File: src/rtl/pipe_ctrl_unit.sv
// Pipelined RV32I control unit: ID decode into an ID/EX control register, load-use stall, EX redirect.
// Optional saturating performance counters are compiled in with `define PIPE_CTRL_PERF_EN.
module pipe_ctrl_unit #(
  parameter int ALU_CTRL_W = 4,
  parameter int REG_ADDR_W = 5,
  parameter int CNT_W      = 32
) (
  input  logic                  clk,
  input  logic                  rst,
  input  logic [31:0]           instr_d,
  input  logic                  valid_d,
  input  logic                  eq_e,
  input  logic                  lt_e,
  input  logic                  ltu_e,
  output logic [2:0]            imm_src_d,
  output logic                  stall_f,
  output logic                  stall_d,
  output logic                  flush_d,
  output logic [1:0]            pcsrc_e,
  output logic                  valid_e,
  output logic                  reg_write_e,
  output logic                  mem_write_e,
  output logic                  mem_read_e,
  output logic                  byte_addr_e,
  output logic                  alu_src_e,
  output logic [ALU_CTRL_W-1:0] alu_ctrl_e,
  output logic [1:0]            result_src_e,
  output logic [REG_ADDR_W-1:0] rd_e,
  output logic                  illegal_e
`ifdef PIPE_CTRL_PERF_EN
  ,
  output logic [CNT_W-1:0]      stall_cnt,
  output logic [CNT_W-1:0]      flush_cnt,
  output logic [CNT_W-1:0]      illegal_cnt
`endif
);

  typedef enum logic [6:0] {
    OP_R      = 7'b0110011,
    OP_I      = 7'b0010011,
    OP_LOAD   = 7'b0000011,
    OP_STORE  = 7'b0100011,
    OP_BRANCH = 7'b1100011,
    OP_JAL    = 7'b1101111,
    OP_JALR   = 7'b1100111,
    OP_LUI    = 7'b0110111
  } opcode_e;

  typedef enum logic [3:0] {
    ALU_ADD  = 4'd0,
    ALU_SUB  = 4'd1,
    ALU_AND  = 4'd2,
    ALU_OR   = 4'd3,
    ALU_XOR  = 4'd4,
    ALU_SLT  = 4'd5,
    ALU_SLTU = 4'd6,
    ALU_SLL  = 4'd7,
    ALU_SRL  = 4'd8,
    ALU_SRA  = 4'd9
  } alu_op_e;

  typedef struct packed {
    logic                  valid;
    logic                  reg_write;
    logic                  mem_write;
    logic                  mem_read;
    logic                  byte_addr;
    logic                  alu_src;
    alu_op_e               alu_op;
    logic [1:0]            result_src;
    logic [REG_ADDR_W-1:0] rd;
    logic                  illegal;
    logic                  branch;
    logic                  jal;
    logic                  jalr;
    logic [2:0]            funct3;
  } ctl_t;

  function automatic alu_op_e alu_op_f(input logic [2:0] f3, input logic alt);
    case (f3)
      3'b000:  alu_op_f = alt ? ALU_SUB : ALU_ADD;
      3'b001:  alu_op_f = ALU_SLL;
      3'b010:  alu_op_f = ALU_SLT;
      3'b011:  alu_op_f = ALU_SLTU;
      3'b100:  alu_op_f = ALU_XOR;
      3'b101:  alu_op_f = alt ? ALU_SRA : ALU_SRL;
      3'b110:  alu_op_f = ALU_OR;
      default: alu_op_f = ALU_AND;
    endcase
  endfunction

  logic [6:0]            opcode;
  logic [2:0]            funct3;
  logic [6:0]            funct7;
  logic [REG_ADDR_W-1:0] rs1;
  logic [REG_ADDR_W-1:0] rs2;
  logic                  r_funct_ok;
  logic                  uses_rs1;
  logic                  uses_rs2;
  logic                  load_use;
  logic                  cond;
  logic                  taken;
  ctl_t                  dec;
  ctl_t                  ctl_d;
  ctl_t                  ctl_q;

  assign opcode = instr_d[6:0];
  assign funct3 = instr_d[14:12];
  assign funct7 = instr_d[31:25];
  assign rs1    = REG_ADDR_W'(instr_d[19:15]);
  assign rs2    = REG_ADDR_W'(instr_d[24:20]);

  // Only add/sub and srl/sra have an alternate funct7 encoding.
  assign r_funct_ok = (funct7 == 7'b0000000) ||
                      ((funct7 == 7'b0100000) && ((funct3 == 3'b000) || (funct3 == 3'b101)));

  // NOTE: every always_comb output gets a default before the case, so no path infers a latch.
  always_comb begin
    dec        = '0;
    dec.valid  = 1'b1;
    dec.rd     = REG_ADDR_W'(instr_d[11:7]);
    dec.funct3 = funct3;
    imm_src_d  = 3'b000;
    uses_rs1   = 1'b0;
    uses_rs2   = 1'b0;
    case (opcode)
      OP_R: begin
        uses_rs1 = 1'b1;
        uses_rs2 = 1'b1;
        if (r_funct_ok) begin
          dec.reg_write = 1'b1;
          dec.alu_op    = alu_op_f(funct3, funct7[5]);
        end else begin
          dec.illegal = 1'b1;
        end
      end
      OP_I: begin
        uses_rs1      = 1'b1;
        dec.reg_write = 1'b1;
        dec.alu_src   = 1'b1;
        dec.alu_op    = alu_op_f(funct3, (funct3 == 3'b101) && funct7[5]);
      end
      OP_LOAD: begin
        uses_rs1       = 1'b1;
        dec.reg_write  = 1'b1;
        dec.mem_read   = 1'b1;
        dec.alu_src    = 1'b1;
        dec.byte_addr  = (funct3 == 3'b100);
        dec.result_src = 2'b01;
      end
      OP_STORE: begin
        uses_rs1      = 1'b1;
        uses_rs2      = 1'b1;
        dec.mem_write = 1'b1;
        dec.alu_src   = 1'b1;
        dec.byte_addr = (funct3 == 3'b000);
        imm_src_d     = 3'b001;
      end
      OP_BRANCH: begin
        uses_rs1  = 1'b1;
        uses_rs2  = 1'b1;
        imm_src_d = 3'b010;
        if ((funct3 == 3'b010) || (funct3 == 3'b011)) begin
          dec.illegal = 1'b1;
        end else begin
          dec.branch = 1'b1;
          dec.alu_op = ALU_SUB;
        end
      end
      OP_JAL: begin
        dec.reg_write  = 1'b1;
        dec.jal        = 1'b1;
        dec.result_src = 2'b10;
        imm_src_d      = 3'b011;
      end
      OP_JALR: begin
        uses_rs1       = 1'b1;
        dec.reg_write  = 1'b1;
        dec.jalr       = 1'b1;
        dec.alu_src    = 1'b1;
        dec.result_src = 2'b10;
      end
      OP_LUI: begin
        dec.reg_write  = 1'b1;
        dec.result_src = 2'b11;
        imm_src_d      = 3'b100;
      end
      default: dec.illegal = 1'b1;
    endcase
  end

  assign load_use = valid_d && ctl_q.valid && ctl_q.mem_read && (ctl_q.rd != '0) &&
                    ((uses_rs1 && (rs1 == ctl_q.rd)) || (uses_rs2 && (rs2 == ctl_q.rd)));

  always_comb begin
    cond = 1'b0;
    case (ctl_q.funct3)
      3'b000:  cond = eq_e;
      3'b001:  cond = !eq_e;
      3'b100:  cond = lt_e;
      3'b101:  cond = !lt_e;
      3'b110:  cond = ltu_e;
      3'b111:  cond = !ltu_e;
      default: cond = 1'b0;
    endcase
  end

  assign taken = ctl_q.valid && (ctl_q.jal || ctl_q.jalr || (ctl_q.branch && cond));

  // A redirect discards the ID instruction, so it overrides any load-use stall.
  assign stall_f = load_use && !taken;
  assign stall_d = load_use && !taken;
  assign flush_d = taken;
  assign pcsrc_e = taken ? (ctl_q.jalr ? 2'b10 : 2'b01) : 2'b00;

  assign ctl_d = (!valid_d || taken || load_use) ? '0 : dec;

  // NOTE: state updates use non-blocking assignments so every register samples pre-edge values.
  always_ff @(posedge clk or posedge rst) begin
    if (rst) begin
      ctl_q <= '0;
    end else begin
      ctl_q <= ctl_d;
    end
  end

  assign valid_e      = ctl_q.valid;
  assign reg_write_e  = ctl_q.reg_write;
  assign mem_write_e  = ctl_q.mem_write;
  assign mem_read_e   = ctl_q.mem_read;
  assign byte_addr_e  = ctl_q.byte_addr;
  assign alu_src_e    = ctl_q.alu_src;
  assign alu_ctrl_e   = ALU_CTRL_W'(ctl_q.alu_op);
  assign result_src_e = ctl_q.result_src;
  assign rd_e         = ctl_q.rd;
  assign illegal_e    = ctl_q.illegal;

`ifdef PIPE_CTRL_PERF_EN
  logic [CNT_W-1:0] stall_cnt_q;
  logic [CNT_W-1:0] flush_cnt_q;
  logic [CNT_W-1:0] illegal_cnt_q;

  always_ff @(posedge clk or posedge rst) begin
    if (rst) begin
      stall_cnt_q   <= '0;
      flush_cnt_q   <= '0;
      illegal_cnt_q <= '0;
    end else begin
      if (stall_d && (stall_cnt_q != '1)) stall_cnt_q <= stall_cnt_q + CNT_W'(1);
      if (flush_d && (flush_cnt_q != '1)) flush_cnt_q <= flush_cnt_q + CNT_W'(1);
      if (illegal_e && (illegal_cnt_q != '1)) illegal_cnt_q <= illegal_cnt_q + CNT_W'(1);
    end
  end

  assign stall_cnt   = stall_cnt_q;
  assign flush_cnt   = flush_cnt_q;
  assign illegal_cnt = illegal_cnt_q;
`else
  // Counter width only matters when the counters are built.
  logic [CNT_W-1:0] unused_cnt_w;
  assign unused_cnt_w = '0;
`endif

endmodule

File: config.mk
export PLATFORM = sky130hd
export DESIGN_NAME = pipe_ctrl_unit
export DESIGN_NICKNAME = d
export VERILOG_FILES = /design/src/rtl/pipe_ctrl_unit.sv
export SDC_FILE = /design/constraint.sdc
export NUM_CORES = 1
export LEC_CHECK = 0
export CAP_MARGIN = 0
export CORE_UTILIZATION = 45
export DETAILED_ROUTE_END_ITERATION = 6
export PLACE_DENSITY = 0.8
export SYNTH_ARGS = -nofsm -noshare
export SYNTH_HDL_FRONTEND = slang
export SYNTH_SLANG_ARGS = --single-unit
File: constraint.sdc
create_clock -name clk -period 2.7 [get_ports clk]
set_input_delay 0.27 -clock clk [delete_from_list [all_inputs] [get_ports clk]]
set_output_delay 0.27 -clock clk [all_outputs]
set_load 0.05 [all_outputs]
# Word-level counts from Yosys, hierarchy flattened
# Index checks and enable logic that the tools add are counted.
[totals]
register_bits = 24
output_inout_bits = 26
wordCells = 100
[classes]
n_eq_ne = 22
n_mux = 30
n_reduce_logical = 34
[op_table]
columns = ["operator", "n"]
rows = [
  ["4-bit one-hot mux with 7 select lines", 2],
  ["7-bit by 6-bit == test with 1-bit output, second input constant", 4],
  ["24-bit two-way mux", 1],
  ["3-bit == test, second input constant", 7],
  ["7-bit == test, second input constant", 3],
  ["1-bit two-way mux", 17],
  ["3-bit one-hot mux with 4 select lines", 1],
  ["4-bit one-hot mux with 3 select lines", 1],
  ["6-bit OR reduction", 2],
  ["1-bit logical AND", 11],
  ["5-bit == test", 2],
  ["1-bit logical OR", 8],
  ["7-bit by 2-bit == test with 1-bit output, second input constant", 1],
  ["7-bit by 5-bit == test with 1-bit output, second input constant", 1],
  ["7-bit logical NOT", 1],
  ["3-bit by 1-bit == test with 1-bit output, second input constant", 2],
  ["3-bit by 2-bit == test with 1-bit output, second input constant", 2],
  ["3-bit logical NOT", 2],
  ["1-bit one-hot mux with 6 select lines", 1],
  ["2-bit one-hot mux with 3 select lines", 1],
  ["1-bit logical NOT", 5],
  ["5-bit nonzero test", 1],
  ["5-bit OR reduction", 1],
  ["2-bit two-way mux", 2],
  ["other kinds (6)", 7],
]

# Longest topological paths before layout
# Gate-level depths: netlist of the first run.
[depth]
ltp_word = 8
ltp_mapped = 8

# Worst setup path after synthesis of the first run
# OpenSTA, ideal clock, no wires.
[synth_path]
kind = "flip-flop to output port"
from = "register ctl_q, in the netlist valid_e"
to = "output port stall_f"
t_arrival_ns = 2.506
required_ns = 2.430
setup_slack_ns = -0.076
path_stages_with_launch = 8
path_cell_list = "dfrtp_1 -> nand3_1 -> nor2_1 -> o211ai_2 -> a21oi_4 -> buf_6 -> nor2b_1 -> buf_4"
[synth_between]
elab_chain_cells = 5
[synth_rtl]
columns = ["element", "line_no", "rtl"]
rows = [
  ["from (decl)", "105", "ctl_t ctl_q;"],
  ["from (signal assigned)", "223", "ctl_q <= ctl_d;"],
  ["1-bit logical AND (4 in series)", "192", "assign load_use = valid_d && ctl_q.valid && ctl_q.mem_read && (ctl_q.rd != '0) &&"],
  ["1-bit logical AND (*)", "--", ""],
  ["to (decl)", "16", "output logic stall_f,"],
]
# Every way passes the cells marked *; elsewhere a longest branch is shown, timed or not.

# Worst setup path in the final report of the first run
[layout_path]
from = "register ctl_q[0] (netlist name)"
to = "output port pcsrc_e[0]"
[layout_between]
elab_chain_cells = 6
[layout_rtl]
columns = ["element", "line_no", "rtl"]
rows = [
  ["3-bit == test, or another cell as far along", "197", "case (ctl_q.funct3)"],
  ["1-bit one-hot mux with 6 select lines (*)", "197", ""],
  ["1-bit logical AND (*)", "208", "assign taken = ctl_q.valid && (ctl_q.jal || ctl_q.jalr || (ctl_q.branch && cond));"],
  ["1-bit logical OR (*)", "208", ""],
  ["1-bit logical AND (*)", "208", ""],
  ["2-bit two-way mux (*)", "214", "assign pcsrc_e = taken ? (ctl_q.jalr ? 2'b10 : 2'b01) : 2'b00;"],
  ["to (decl)", "19", "output logic [1:0] pcsrc_e,"],
]
# Marks and branches as above.

==> results.sh, run 1 <==
export IMPL_drt_initial_drc_count=50
export IMPL_power_share_combinational_pct=25.5
export IMPL_syn_num_nets=202
export IMPL_design_final_nets=252
export IMPL_endpoint_type_of_the_worst_setup_path="output port"
export IMPL_post_synth_inst_count=164
export IMPL_clk_insertion_delay_late_ns=0.26
export IMPL_synth_top_cell_area_share_pct=36.0
export IMPL_crit_required_ns=2.43
export IMPL_worstPathArrival_ns=2.21
export IMPL_final_max_slew_viol_count=0
export IMPL_drc=0
export IMPL_grt_overflow_total=0
export IMPL_layout_worst_path_cycle_share_pct=91.7
export IMPL_synth_top_cells_by_area="sky130_fd_sc_hd__dfrtp_1 (36%), sky130_fd_sc_hd__nor3_2 (6.6%), sky130_fd_sc_hd__buf_4 (6.3%), sky130_fd_sc_hd__nor3b_2 (5.3%), sky130_fd_sc_hd__xor2_1 (5.3%)"
export IMPL_fmaxAchievable_ghz=0.404
export IMPL_setup_tns_ns=0
export IMPL_post_dp_cell_area_um2=2250
export IMPL_max_slew_margin_pct=41.2
export IMPL_first_global_vias=1445
export IMPL_avgRoutedWirePerCell_um=15.0
export IMPL_critPathMaxFanout=3
export IMPL_area_growth_pct=37.7
export IMPL_post_cts_hold_buffer_count=0
export IMPL_final_cells=258
export IMPL_ios=64
export IMPL_cts_num_sinks=24
export IMPL_final_hold_worst_slack_ns=0.499
export IMPL_globalRouteTotalUtil_pct=21.5
export IMPL_post_route_cells_drive_above_1_share_pct=20.3
export IMPL_rsz0062_at_grt="false"
export IMPL_grt_busiest_layer="met2"
export IMPL_ir_worst_vdd_mv=0.218
export IMPL_detailroute_via_count=1380
export IMPL_cts_setup_buffers=0
export IMPL_cts_buffers=3
export IMPL_grt_start_max_net_pins=25
export IMPL_fin_worst_skew_ns=0.00321
export IMPL_synthArstFlopShare_pct=100
export IMPL_dp_final_hpwl_mm=3.06
export IMPL_clock_tree_root_cell="sky130_fd_sc_hd__clkbuf_8"
export IMPL_crit_path_start_kind="flip-flop"
export IMPL_final_setup_viol_count=0
export IMPL_synth_area_leader_cell="sky130_fd_sc_hd__dfrtp_1"
export IMPL_gr_usage_met1_pct=25.7
export IMPL_internal_power_mw=0.565
export IMPL_yosysWarningCount=0
export IMPL_final_cell_area_um2=2290
export IMPL_wirelength_mm=3.87
export IMPL_post_synth_instance_area_um2=1670
export IMPL_htree_num_levels=1
export IMPL_netSwitchingFraction_pct=27.0
export IMPL_layout_cells_most_common="sky130_fd_sc_hd__clkdlybuf4s50_1"
export IMPL_antennaDiodeCount=0
export IMPL_synth_edff_count=0
export IMPL_tritoncts="done"
export IMPL_die_width_um=62.9
export IMPL_cts_resized=0
export IMPL_synth_distinct_cells=48
export IMPL_dieHeight_um=62.9
export IMPL_grt_first_pass_wirelength_mm=6.65
export IMPL_synth_ff_latch_count=24
export IMPL_gp_routability_congestion=0.809
export IMPL_max_slew_worst_pin_slew_ns=0.880
export IMPL_area_of_the_die_um2=3950
export IMPL_net_switching_power_mw=0.210
export IMPL_pwr_share_clk_pct=25.7
export IMPL_ys_flop_type="sky130_fd_sc_hd__dfrtp_1"
export IMPL_grtUsageMet2_pct=40.4
export IMPL_critPathKind="flip-flop to output port"
export IMPL_port_buffers=63
export IMPL_power_density_cell_area_nw_per_um2=338
export IMPL_holdCritPathClass="input pin to async pin"
export IMPL_seq_power_share_pct=48.8
export IMPL_start_util_pct=48.4
export IMPL_hold_violations=0
export IMPL_syn_avg_cell_area_um2=10.2
export IMPL_final_fill_count=274
export IMPL_number_of_antenna_violations_at_the_first_check_in_global_routing=0
export IMPL_ant_nets=0
export IMPL_run_status="complete, no violations"
export IMPL_row_count=21
export IMPL_power_static_leakage_nw=0.941
export IMPL_grt_util_met3_pct=1.64
export IMPL_clk_pin_slew_ns=0.07
export IMPL_floorplan_core_area_um2=3440
export IMPL_final_util_pct=66.7
export IMPL_synth_sequential_area_ratio_pct=36.0
export IMPL_detail_route_first_pass_iterations=4
export IMPL_clock_tree_buffer_depth=2
export IMPL_layout_cells_most_common_list="sky130_fd_sc_hd__clkdlybuf4s50_1 (58), sky130_fd_sc_hd__dfrtp_1 (24), sky130_fd_sc_hd__nor2_1 (11), sky130_fd_sc_hd__nor3_2 (11), sky130_fd_sc_hd__xor2_1 (10)"
export IMPL_post_route_min_period_ns=2.48
export IMPL_dp_cells=255
export IMPL_max_cap_violations=0
export IMPL_per_cell_via_count_in_the_routed_design=5.35
==> registers in the layout, indices dropped and copies added (netlist names), 2 cells and up <==
register	count
rd_e	5
ctl_q	6
result_src_e	2
alu_ctrl_e	4
==> metal layers <==
layer | vias to the layer above | share of wire, %
met5 | - | 0
met4 | 0 | 1.0
met3 | 4 | 4.0
met2 | 49 | 55
met1 | 659 | 40
li1 | 668 | -
==> Yosys cell counts, types with 2 or more instances <==
cell                       count
sky130_fd_sc_hd__buf_2         3
sky130_fd_sc_hd__a311o_1       2
sky130_fd_sc_hd__nor3b_1       2
sky130_fd_sc_hd__nor2_1       11
sky130_fd_sc_hd__clkbuf_1      2
sky130_fd_sc_hd__nor2b_1       3
sky130_fd_sc_hd__or2_2         2
sky130_fd_sc_hd__nor3_2       11
sky130_fd_sc_hd__buf_6         3
sky130_fd_sc_hd__dfrtp_1      24
sky130_fd_sc_hd__o21ai_2       2
sky130_fd_sc_hd__nor3b_2       7
sky130_fd_sc_hd__nand3_1       4
sky130_fd_sc_hd__buf_4        14
sky130_fd_sc_hd__a211oi_1      3
sky130_fd_sc_hd__nand2b_1      2
sky130_fd_sc_hd__a21oi_1       2
sky130_fd_sc_hd__inv_1         4
sky130_fd_sc_hd__xor2_1       10
sky130_fd_sc_hd__o21ai_0       4
sky130_fd_sc_hd__nand4b_1      2
sky130_fd_sc_hd__nor3_1        3
sky130_fd_sc_hd__o31a_1        2
sky130_fd_sc_hd__nor4_1        5
sky130_fd_sc_hd__nand2_1       7
sky130_fd_sc_hd__xnor2_1       6
sky130_fd_sc_hd__nand3b_1      2
sky130_fd_sc_hd__nor4b_1       2
==> metrics by stage <==
step	setup slack, ns	power (mW)
finish	0.224	0.775
global route	0.131	0.814
CTS	0.210	0.782
detailed placement	0.263	0.581
global placement	0.318	0.574
floorplan	0.223	0.500
==> worst paths after layout <==
| check | start | slack, ns | to | depth (start not counted) |
|---|---|---|---|---|
| max reg2reg | ctl_q[0] | 0.60 | rd_e[3] | 6 |
| max in group asynchronous | rst | 1.66 | ctl_q[2] | 2 |
| min | rst | 0.50 | rd_e[2] | 2 |
| min in group clk | instr_d[11] | 0.57 | rd_e[4] | 2 |
| max | ctl_q[0] | 0.22 | pcsrc_e[0] | 5 |
| min reg2reg | mem_read_e | 1.12 | valid_e | 6 |
==> area by class of cell <==
type                       instances  area (um2)  area share, %
timing repair buffer              68         693           30.2
multi-input combinational        113         887           38.7
tap                               46        57.6           2.51
clock buffer                       3        41.3           1.80
inverter                           4        15.0          0.654
sequential                        24         601           26.2
==> logic make-up (layout without fill, tap and decap cells) <==
logic type	after synthesis	count (layout)	synth area share, %
muxes	1	1	0.601
AOI/OAI and AO/OA	23	23	11.7
xor gates and xnor gates	16	16	8.41
DFF	24	24	36.0
and+or+nand+nor	73	73	32.4
buffers and inverters	27	75	10.9
==> critical path, stage by stage (launching register included) <==
cell	delay, ns
sky130_fd_sc_hd__dfrtp_1	0.43
sky130_fd_sc_hd__xor2_1	0.20
sky130_fd_sc_hd__a311o_1	0.38
sky130_fd_sc_hd__o21ai_2	0.18
sky130_fd_sc_hd__nor2_1	0.06
sky130_fd_sc_hd__clkdlybuf4s50_1	0.69
==> power by group through the flow <==
stage                     combinational (mW)  clock (mW)  sequential [mW]
after global routing                   0.212       0.222            0.379
final                                  0.197       0.199            0.378
after detailed placement               0.196           0            0.385
after floorplan                        0.109           0            0.391
after global placement                 0.189           0            0.384
after CTS                              0.197       0.207            0.378
Note: power is estimated with default switching activity, not from simulation.
==> inputs of run 2 (changes only) <==
Settings changed: ABC_AREA set to 1, PLACE_DENSITY 0.8 to 0.82.
==> run 2 against run 1 <==
First-iteration DRC count is 30% higher. Sequential power hardly changed. Fmax is 5.9% higher. Die area is 7.0% lower. Core utilization is 1.9 points higher. Register-to-register slack better by 0.48 ns. Critical path type is now input pin to output port.
==> results.sh, run 2 <==
export IMPL_clk_insertion_delay_late_ns=0.30
export IMPL_area_of_the_die_um2=3670
export IMPL_cts_resized=0
export IMPL_rsz0062_at_grt="false"
export IMPL_holdCritPathClass="input pin to async pin"
export IMPL_final_util_pct=68.6
export IMPL_setup_tns_ns=0
export IMPL_layout_cells_most_common_list="sky130_fd_sc_hd__clkdlybuf4s50_1 (56), sky130_fd_sc_hd__nand2_1 (51), sky130_fd_sc_hd__inv_1 (44), sky130_fd_sc_hd__nor2_1 (39), sky130_fd_sc_hd__dfrtp_1 (24)"
export IMPL_final_max_slew_viol_count=0
export IMPL_worstPathArrival_ns=2.07
export IMPL_row_count=20
export IMPL_largest_register_ffs=6
export IMPL_die_width_um=60.6
export IMPL_crit_path_start_kind="input pin"
export IMPL_post_cts_hold_buffer_count=0
export IMPL_avgRoutedWirePerCell_um=10.4
export IMPL_port_buffers=63
export IMPL_area_growth_pct=39.9
export IMPL_hold_violations=0
export IMPL_clock_tree_buffer_depth=2
export IMPL_critPathMaxFanout=5
export IMPL_fin_worst_skew_ns=0.00949
export IMPL_regMostFlops="ctl_q"
export IMPL_cts_num_sinks=24
export IMPL_post_synth_instance_area_um2=1550
export IMPL_ios=64
export IMPL_floorplan_core_area_um2=3150
export IMPL_synth_top_cells_by_area="sky130_fd_sc_hd__dfrtp_1 (39%), sky130_fd_sc_hd__nand2_1 (12%), sky130_fd_sc_hd__inv_1 (11%), sky130_fd_sc_hd__nor2_1 (9.5%), sky130_fd_sc_hd__buf_4 (5.8%)"
export IMPL_synth_edff_count=0
export IMPL_detail_route_first_pass_iterations=4
export IMPL_drc=0
export IMPL_max_cap_violations=0
export IMPL_final_setup_viol_count=0
export IMPL_wirelength_mm=3.35
export IMPL_post_route_cells_drive_above_1_share_pct=10.4
export IMPL_cts_buffers=3
export IMPL_synth_distinct_cells=21
export IMPL_number_of_antenna_violations_at_the_first_check_in_global_routing=0
export IMPL_layout_cells_most_common="sky130_fd_sc_hd__clkdlybuf4s50_1"
export IMPL_max_slew_worst_pin_slew_ns=0.838
export IMPL_detailroute_via_count=1508
export IMPL_ant_nets=0
export IMPL_post_synth_inst_count=225
export IMPL_post_route_min_period_ns=2.34
export IMPL_final_fill_count=277
export IMPL_ys_flop_type="sky130_fd_sc_hd__dfrtp_1"
export IMPL_endpoint_type_of_the_worst_setup_path="output port"
export IMPL_cts_setup_buffers=0
export IMPL_syn_avg_cell_area_um2=6.87
export IMPL_grt_overflow_total=0
export IMPL_max_slew_margin_pct=44.1
export IMPL_globalRouteTotalUtil_pct=20.6
export IMPL_grt_first_pass_wirelength_mm=5.65
export IMPL_clock_tree_root_cell="sky130_fd_sc_hd__clkbuf_4"
export IMPL_setup_worst_path_start="instr_d[2]"
export IMPL_grt_start_max_net_pins=25
export IMPL_post_dp_cell_area_um2=2130
export IMPL_syn_num_nets=263
export IMPL_synthArstFlopShare_pct=100
export IMPL_drt_initial_drc_count=65
export IMPL_first_global_vias=1398
export IMPL_synth_most_common_cell="sky130_fd_sc_hd__nand2_1"
export IMPL_tritoncts="done"
export IMPL_rr_worst_depth=8
export IMPL_per_cell_via_count_in_the_routed_design=4.68
export IMPL_final_hold_worst_slack_ns=0.422
export IMPL_fmaxAchievable_ghz=0.428
export IMPL_run_status="complete, no violations"
export IMPL_ir_worst_vdd_mv=0.166
export IMPL_power_static_leakage_nw=1.12
export IMPL_power_density_cell_area_nw_per_um2=341
export IMPL_clk_pin_slew_ns=0.13
export IMPL_crit_required_ns=2.43
export IMPL_synth_sequential_area_ratio_pct=38.9
export IMPL_design_final_nets=317
export IMPL_synth_ff_latch_count=24
export IMPL_start_util_pct=49.0
export IMPL_dieHeight_um=60.6
export IMPL_reg2reg_setup_slack_ns=1.08
export IMPL_critPathKind="input pin to output port"
export IMPL_post_synth_top_cells="sky130_fd_sc_hd__nand2_1 (51), sky130_fd_sc_hd__inv_1 (44), sky130_fd_sc_hd__nor2_1 (39)"
export IMPL_antennaDiodeCount=0
export IMPL_synth_top_cell_area_share_pct=38.9
export IMPL_yosysWarningCount=0
export IMPL_final_cell_area_um2=2160
export IMPL_htree_num_levels=1
export IMPL_synth_area_leader_cell="sky130_fd_sc_hd__dfrtp_1"
export IMPL_regToRegStartpoint="ctl_q[0]"
export IMPL_dp_final_hpwl_mm=2.73
export IMPL_layout_worst_path_cycle_share_pct=86.6
export IMPL_gp_routability_congestion=0.922
run 2: routing by layer:
layer | track usage (%) | share of wire [%]
met2 | 37.2 | 52
met1 | 25.5 | 43
met5 | 0 | 0
met3 | 0.853 | 3.5
met4 | 9.74 | 2.0
run 2: worst max-delay path: stages:
cell                              delay (ns)
sky130_fd_sc_hd__clkdlybuf4s50_1        0.55
sky130_fd_sc_hd__nand2_1                0.08
sky130_fd_sc_hd__nor2_1                 0.14
sky130_fd_sc_hd__nand3_1                0.11
sky130_fd_sc_hd__inv_1                  0.10
sky130_fd_sc_hd__clkdlybuf4s50_1        0.81
run 2: path summary, 6_finish.rpt:
path | end
hold / removal | mem_read_e
min in group clk | rd_e[1]
setup reg to reg | byte_addr_e
hold reg to reg | rd_e[3]
max in group asynchronous | ctl_q[3]
setup / recovery | imm_src_d[2]
run 2: power by group:
part / leakage (nW) / switching (mW) / internal [mW]
registers: 0.322 / 0.00797 / 0.368
clock network: 0.0210 / 0.0978 / 0.0822
logic: 0.781 / 0.0978 / 0.0838
run 2: area by class of cell:
type,count,area [um2],share of cell area [%]
sequential,24,601,27.8
clock buffer,4,36.3,1.68
tap,44,55.1,2.55
timing repair buffer,63,638,29.5
multi-input combinational,142,663,30.7
inverter,45,169,7.81
run 2: cells by family after synthesis:
| logic type | share of synthesized area [%] |
|---|---|
| flops | 38.9 |
| simple gates | 39.4 |
| compound gates | 2.91 |
| xor+xnor | 0.567 |
| buf+inv | 18.2 |
run 2: stage by stage:
step                total power [mW]  cells  setup WS, ns
finish                         0.738    322         0.363
floorplan                      0.484    225         0.496
global route                   0.780    322         0.238
detailed placement             0.565    318         0.370
CTS                            0.742    322         0.366
global placement               0.561    318         0.391
==> inputs of run 3 (changes only) <==
Settings changed: SKIP_CTS_REPAIR_TIMING set to 1.
==> results of run 3 <==
No change in the layout: final DEF, timing and power equal those of run 2.
